$ cat src/rtl/mem_port_arbiter.sv
// Arbitrates one fixed-latency single-port memory between fetch (F) and data (M) requesters.
// M has priority; a starvation counter forces an F grant after STARVE_MAX consecutive denials.
module mem_port_arbiter #(
  parameter int RD_LATENCY = 1,
  parameter int STARVE_MAX = 3
) (
  input  logic        clk,
  input  logic        reset,
  input  logic        if_req,
  input  logic [31:0] if_addr,
  output logic        if_gnt,
  output logic        if_rvalid,
  output logic [31:0] if_rdata,
  input  logic        d_req,
  input  logic        d_we,
  input  logic [2:0]  d_size,
  input  logic [31:0] d_addr,
  input  logic [31:0] d_wdata,
  output logic        d_gnt,
  output logic        d_rvalid,
  output logic [31:0] d_rdata,
  output logic        m_req,
  output logic        m_we,
  output logic [2:0]  m_size,
  output logic [31:0] m_addr,
  output logic [31:0] m_wdata,
  input  logic [31:0] m_rdata,
  output logic        stallF,
  output logic        stallM
);

  localparam logic [3:0] StarveLimit = 4'(STARVE_MAX);

  logic [3:0]            starveCnt;
  logic                  forceF;
  logic [RD_LATENCY-1:0] tagValid;
  logic [RD_LATENCY-1:0] tagSrc;

  assign forceF = (starveCnt == StarveLimit);

  always_comb begin
    if_gnt = 1'b0;
    d_gnt  = 1'b0;
    if (!reset) begin
      if (d_req && !(if_req && forceF)) begin
        d_gnt = 1'b1;
      end else begin
        if_gnt = if_req;
      end
    end
  end

  always_comb begin
    m_req   = if_gnt | d_gnt;
    m_we    = 1'b0;
    m_size  = 3'b000;
    m_addr  = 32'h0;
    m_wdata = 32'h0;
    if (d_gnt) begin
      m_we    = d_we;
      m_size  = d_size;
      m_addr  = d_addr;
      m_wdata = d_wdata;
    end else if (if_gnt) begin
      m_size  = 3'b010;
      m_addr  = if_addr;
    end
  end

  assign stallF = if_req & ~if_gnt;
  assign stallM = d_req & ~d_gnt;

  always_ff @(posedge clk) begin
    if (reset) begin
      starveCnt <= 4'd0;
    end else if (if_gnt || !if_req) begin
      starveCnt <= 4'd0;
    end else if (starveCnt != StarveLimit) begin
      starveCnt <= starveCnt + 4'd1;
    end
  end

  // Tag pipeline mirrors the memory latency; src=1 marks a data-port read.
  always_ff @(posedge clk) begin
    if (reset) begin
      tagValid <= '0;
      tagSrc   <= '0;
    end else begin
      tagValid[0] <= m_req & ~m_we;
      tagSrc[0]   <= d_gnt;
      for (int i = 1; i < RD_LATENCY; i++) begin
        tagValid[i] <= tagValid[i-1];
        tagSrc[i]   <= tagSrc[i-1];
      end
    end
  end

  // Gated by reset so a read issued just before reset never surfaces during it.
  assign if_rvalid = tagValid[RD_LATENCY-1] & ~tagSrc[RD_LATENCY-1] & ~reset;
  assign d_rvalid  = tagValid[RD_LATENCY-1] &  tagSrc[RD_LATENCY-1] & ~reset;
  assign if_rdata  = m_rdata;
  assign d_rdata   = m_rdata;

endmodule
$ cat config.mk
export PLATFORM = sky130hd
export DESIGN_NAME = mem_port_arbiter
export DESIGN_NICKNAME = d
export VERILOG_FILES = /design/src/rtl/mem_port_arbiter.sv
export SDC_FILE = /design/constraint.sdc
export NUM_CORES = 1
export LEC_CHECK = 0
export ABC_CLOCK_PERIOD_IN_PS = 2900
export CORE_AREA = 2 2 106 108
export CTS_CLUSTER_SIZE = 28
export DETAILED_ROUTE_END_ITERATION = 8
export DIE_AREA = 0 0 108 110
export MAX_ROUTING_LAYER = met4
export SYNTH_ARGS = -nofsm -noshare
export SYNTH_HDL_FRONTEND = slang
export SYNTH_SLANG_ARGS = --single-unit
$ cat constraint.sdc
create_clock -name clk -period 2.9 [get_ports clk]
set_input_delay 0.58 -clock clk [delete_from_list [all_inputs] [get_ports clk]]
set_output_delay 0.58 -clock clk [all_outputs]
set_load 0.01 [all_outputs]
After elaboration in Yosys (flattened, before gate mapping):

Cells that the tools add are included.

* $add $sub $neg: 1
* equality and inequality tests: 2
* muxes and demuxes: 10
* bitwise operators: 13
* reductions and logical operators: 6

Operators by type and width (count)
* $mux 32: 3
* $and 1x1->1: 7
* $mux 1: 5
* $not 1->1: 5
* $add 4x1->4 const B: 1
* $eq 4x2->1 const B: 1
* $ne 4x2->1 const B: 1
* $mux 3: 1
* $logic_and 1x1->1: 2
* $logic_not 1->1: 2
* $mux 2: 1
* $reduce_or 2->1: 1
* $logic_or 1x1->1: 1
* $or 1x1->1: 1

* register bits after elaboration: 6
* input bits: 136
* output and inout port bits: 139
* logic and storage cells: 35

Depth between registers and ports, before layout:

* depth in word-level cells: 9
* depth in mapped cells: 7
* mapped depth without buffers: 5

Worst setup path after synthesis:

Ideal clock, no wire load.

* path type: input to output
* from: input if_req
* to: output m_addr[22]
* arrival time: 1.409 ns
* required time: 2.320 ns
* path slack: 0.911 ns
* stages on the path: 5
* path buffers: 2
* cell sequence: and4bb_1 -> o21ba_1 -> buf_6 -> buf_6 -> a22o_1

* cells in the longest elaborated chain, start to end: 7
* elaborated cells on any way between the ends: 9
* those cells by class: mux: 6; reduce/logical: 3

RTL lines
* start, declared: line 9 `input logic if_req,`
* $logic_and 1x1->1: line 45 `if (d_req && !(if_req && forceF)) begin`
* $logic_not 1->1: line 45
* $logic_and 1x1->1: line 45
* $mux 1 *: line 45
* $mux 1 *: line 44 `if (!reset) begin`
* via if_gnt: line 11 `output logic if_gnt,`
* $mux 32 *: line 64 `end else if (if_gnt) begin`
* $mux 32 *: line 59 `if (d_gnt) begin`
* end, declared: line 25 `output logic [31:0] m_addr,`

Mark *: on every way through the listed nets, which the timed path passes. The rest lies on a longest branch.

Worst setup path in the final report:

* from: input if_req
* to: output stallF

* cells in the longest elaborated chain, start to end: 7

RTL lines
* $logic_and 1x1->1: line 45
* $logic_not 1->1: line 45
* $logic_and 1x1->1: line 45
* $mux 1: line 45
* $mux 1: line 44
* $not 1->1: line 70 `assign stallF = if_req & ~if_gnt;`
* $and 1x1->1 *: line 70
* end, declared: line 28 `output logic stallF,`

Mark *: on every way between the ends. The rest lies on a longest branch, timed or not.

==> results.md <==
Clock tree:
- The number of CTS-inserted buffers is 3.
- Clock-pin slew was measured on the worst setup and hold paths at 0.03 ns.
- For this design, the sink count on the clock tree is 6.
- The CTS H-tree depth is 1.
- TritonCTS built the clock tree.
- The cell at the root of the clock tree is sky130_fd_sc_hd__clkbuf_8.
- For the worst-skew pair, the clock arrives at the later sink with an insertion delay of 0.22 ns.
- The longest clock path from root to sink contains 2 buffers.

Floorplanning:
- The starting utilization of the core area is 0.129.
- The core footprint is 10700 µm².
- The floorplan step defined a die boundary enclosing 11900 µm².
- The number of I/O pins is 275.
- The die width is 108 µm.
- Row generation in the floorplan step produced 38 rows.
- From bottom edge to top edge, the die measures 110 µm.

Detailed routing:
- The total DRC errors in the routed layout is 0.
- The first detailed-routing pass took 4 iterations.
- After detailed routing, the average wire length per cell comes to 13.2 µm.
- The detailed-route vias per instance is 3.85.
- The count of nets left with antenna violations after detail routing is 0.
- The first-iteration detailed-routing DRC count is 91.
- The total wire length after detailed routing is 5.72 mm.
- Summing over every cut layer, the via total after detailed routing is 1666.

Timing:
- Clock skew on the completed layout was measured at 0.00567 ns.
- The maximum clock frequency is 351 MHz.
- At the pin with the least slew margin, the transition time is 0.752 ns.
- The worst path in the final design needs a cycle of 2.85 ns, including I/O delays and setup.
- Measured against its own limit, the worst slew margin works out to 0.492.
- The number of pins with negative max-slew slack in the final report is 0.
- Setup repair after global routing left no endpoint under its margin.
- Setup violations remaining at the end of the flow were counted as 0.
- The number of hold violations in the final report is 0.
- Dividing the final minimum period by the clock period gives 0.982.

Finish:
- The filler cell count in the final layout is 1129.
- Once layout is complete, the cells apart from fillers number 433.
- The area used by multi-input combinational logic is 686 µm².
- The post-layout net count is 432.
- The repair_antennas step left the layout with diodes totalling 0.
- The share of cells above drive strength 1 is 0.0580.
- Leaving out fill and tap cells, the most frequent cell in the layout is sky130_fd_sc_hd__clkdlybuf4s50_1.
- The sequential standard cell area is 120 µm².
- Leaving out fill and tap cells, the most frequent cells in the layout are sky130_fd_sc_hd__clkdlybuf4s50_1 (174), sky130_fd_sc_hd__and3_1 (35), sky130_fd_sc_hd__a22o_1 (32).
- From synthesis to final layout, the design area changed by 113%.

GRT:
- The initial antenna violation count is 0.
- For this run, the total global-route usage over all layers was measured as 0.0822.
- In the global route stage, met1 resource usage came out at 0.0867.
- The global routing met2 resource utilization is 0.144.
- Global routing finished with a remaining overflow of 0.
- The number of global-route vias before repair is 1498.
- For met3 alone, demand over resource in global routing was 0.0388.
- The global routing stage identified its most utilized layer as met2.
- The pin count of the biggest net entering global routing is 37.
- The first global-routing pass estimated 7.43 mm of wire.

Setup path:
- The kind of start point of the critical path is a primary input.
- The signal on the critical path passes through dlygate4sd2_1, and4bb_1, o21ba_4, bufbuf_16, nor2b_1, clkdlybuf4s50_1.
- On the worst path, the slowest cell contributes a delay of 0.55 ns.
- The largest individual stage delay along the critical path comes from the cell sky130_fd_sc_hd__clkdlybuf4s50_1.
- The nature of the critical path endpoint is a primary output.
- For flop-to-flop paths, the worst setup slack is 1.39 ns.
- Along the worst path, the maximum fanout reaches 17.
- The data required time at the worst endpoint is 2.32 ns.
- The critical path is of the in2out type.
- The worst endpoint data arrival time is 2.27 ns.

Logic synthesis:
- The number of synthesis warnings is 0.
- The number of enable-type register cells in the synthesized netlist is 0.
- The cell area after technology mapping is 1390 µm².
- The distinct cell type count after synthesis is 27.
- The primary flip-flop cell chosen by synthesis mapping is sky130_fd_sc_hd__dfxtp_1.
- After technology mapping, the gate count stands at 182.
- The number of nets in the synthesized netlist is 319.
- The sequential-to-total area share from yosys stat is 0.0867.
- Dividing the synthesized area by the synthesized cell count gives 7.61 µm².
- After synthesis the netlist holds a flip-flop and latch count of 6.
- For this run, asynchronously set or reset flops after synthesis account for 0.

Place:
- The congestion estimate from routability-driven global placement came to 0.670.
- Once detailed placement completed, the half-perimeter wirelength came to 4.57 mm.
- The number of buffers added on ports is 178.
- In this run, placement finished with an instance count of 429.

Pwr:
- The design draws 0.000571 W.
- The worst IR drop on VDD is 0.0000942 V.
- The total leakage power is 1.21 nW.
- The power per standard cell area is 194 nW/µm².

Outcome:
- The flow ran to the end, and the final reports show no timing, DRC or antenna violations.

Flow run:
- The count of maximum capacitance violations is 0.

Worst hold path:
- The class of the worst hold path is reg2reg.
-- per-layer routing --
metal / wire [µm] / up-vias
li1: - / 802
met1: 2150 / 719
met2: 2670 / 141
met3: 879 / 4
met4: 19 / 0
met5: 0 / -
-- registers in the layout, summed over array words and instances, names as in the netlist --
register / count
tagValid: 1
starveCnt: 4
tagSrc: 1
-- stage by stage --
| stage | hold WS, ns | TNS [ns] | worst slack, ns | util | area, µm² |
|---|---|---|---|---|---|
| 2_1_floorplan | 0.418 | 0 | 0.911 | - | 1390 |
| 3_3_place_gp | 0.430 | -2.31 | -0.122 | 0.267 | 2860 |
| 3_5_place_dp | 0.441 | -2.78 | -0.133 | 0.267 | 2860 |
| 4_1_cts | 0.449 | 0 | 0.0373 | 0.275 | 2940 |
| 5_1_grt | 0.471 | 0 | 0.00450 | 0.275 | 2940 |
| 6_report | 0.447 | 0 | 0.0529 | 0.275 | 2940 |
-- path summary, 6_finish.rpt --
path / startpoint / endpoint / depth (start not counted)
setup reg to reg: starveCnt[0] / starveCnt[3] / 4
hold reg to reg: starveCnt[0] / starveCnt[0] / 1
hold / removal: starveCnt[0] / starveCnt[0] / 1
setup / recovery: if_req / stallF / 6
-- cells by family (layout without fill, tap and decap cells) --
group / count (synthesis) / count (layout) / synth area share
buf+inv: 83 / 194 / 0.430
simple gates: 54 / 54 / 0.240
compound gates: 37 / 37 / 0.228
flops: 6 / 6 / 0.0867
fa+ha+maj: 1 / 1 / 0.00903
xor+xnor: 1 / 1 / 0.00632
-- Yosys cell counts, drive strengths merged, types with 2 or more instances --
master   n  area (µm²)
dfxtp    6         120
and3    35         219
buf     72         553
clkbuf   7        27.5
nor2     6        22.5
nand2    3        13.8
nor2b    3        18.8
a22o    32         280
a21oi    2        10.0
inv      4        15.0
-- repair_timing --
item,CTS,global route
hold buffers,0,0
resized for setup,8,0
buffers inserted,0,0
endpoints found under the setup margin,34,0
-- layout make-up --
class	count	share of cell area
inverters	4	0.00510
clock buffers	3	0.0140
flip-flops and latches	6	0.0408
multi-input cells	93	0.233
well taps	140	0.0595
repair buffers	187	0.648
-- critical path, delay by kind of cell --
kind | cells | cell delay (ns)
AO/OA/AOI/OAI | 1 | 0.22
AND/OR/NAND/NOR | 2 | 0.35
buffers and inverters | 3 | 1.11
-- power by group --
group	switching [W]	internal (W)	leakage [nW]
combinational	0.000108	0.000251	1.14
sequential	0.00000114	0.0000855	0.0490
clock	0.0000359	0.0000892	0.0216
total	0.000145	0.000426	1.21
Power figures use the tool's default switching activity.
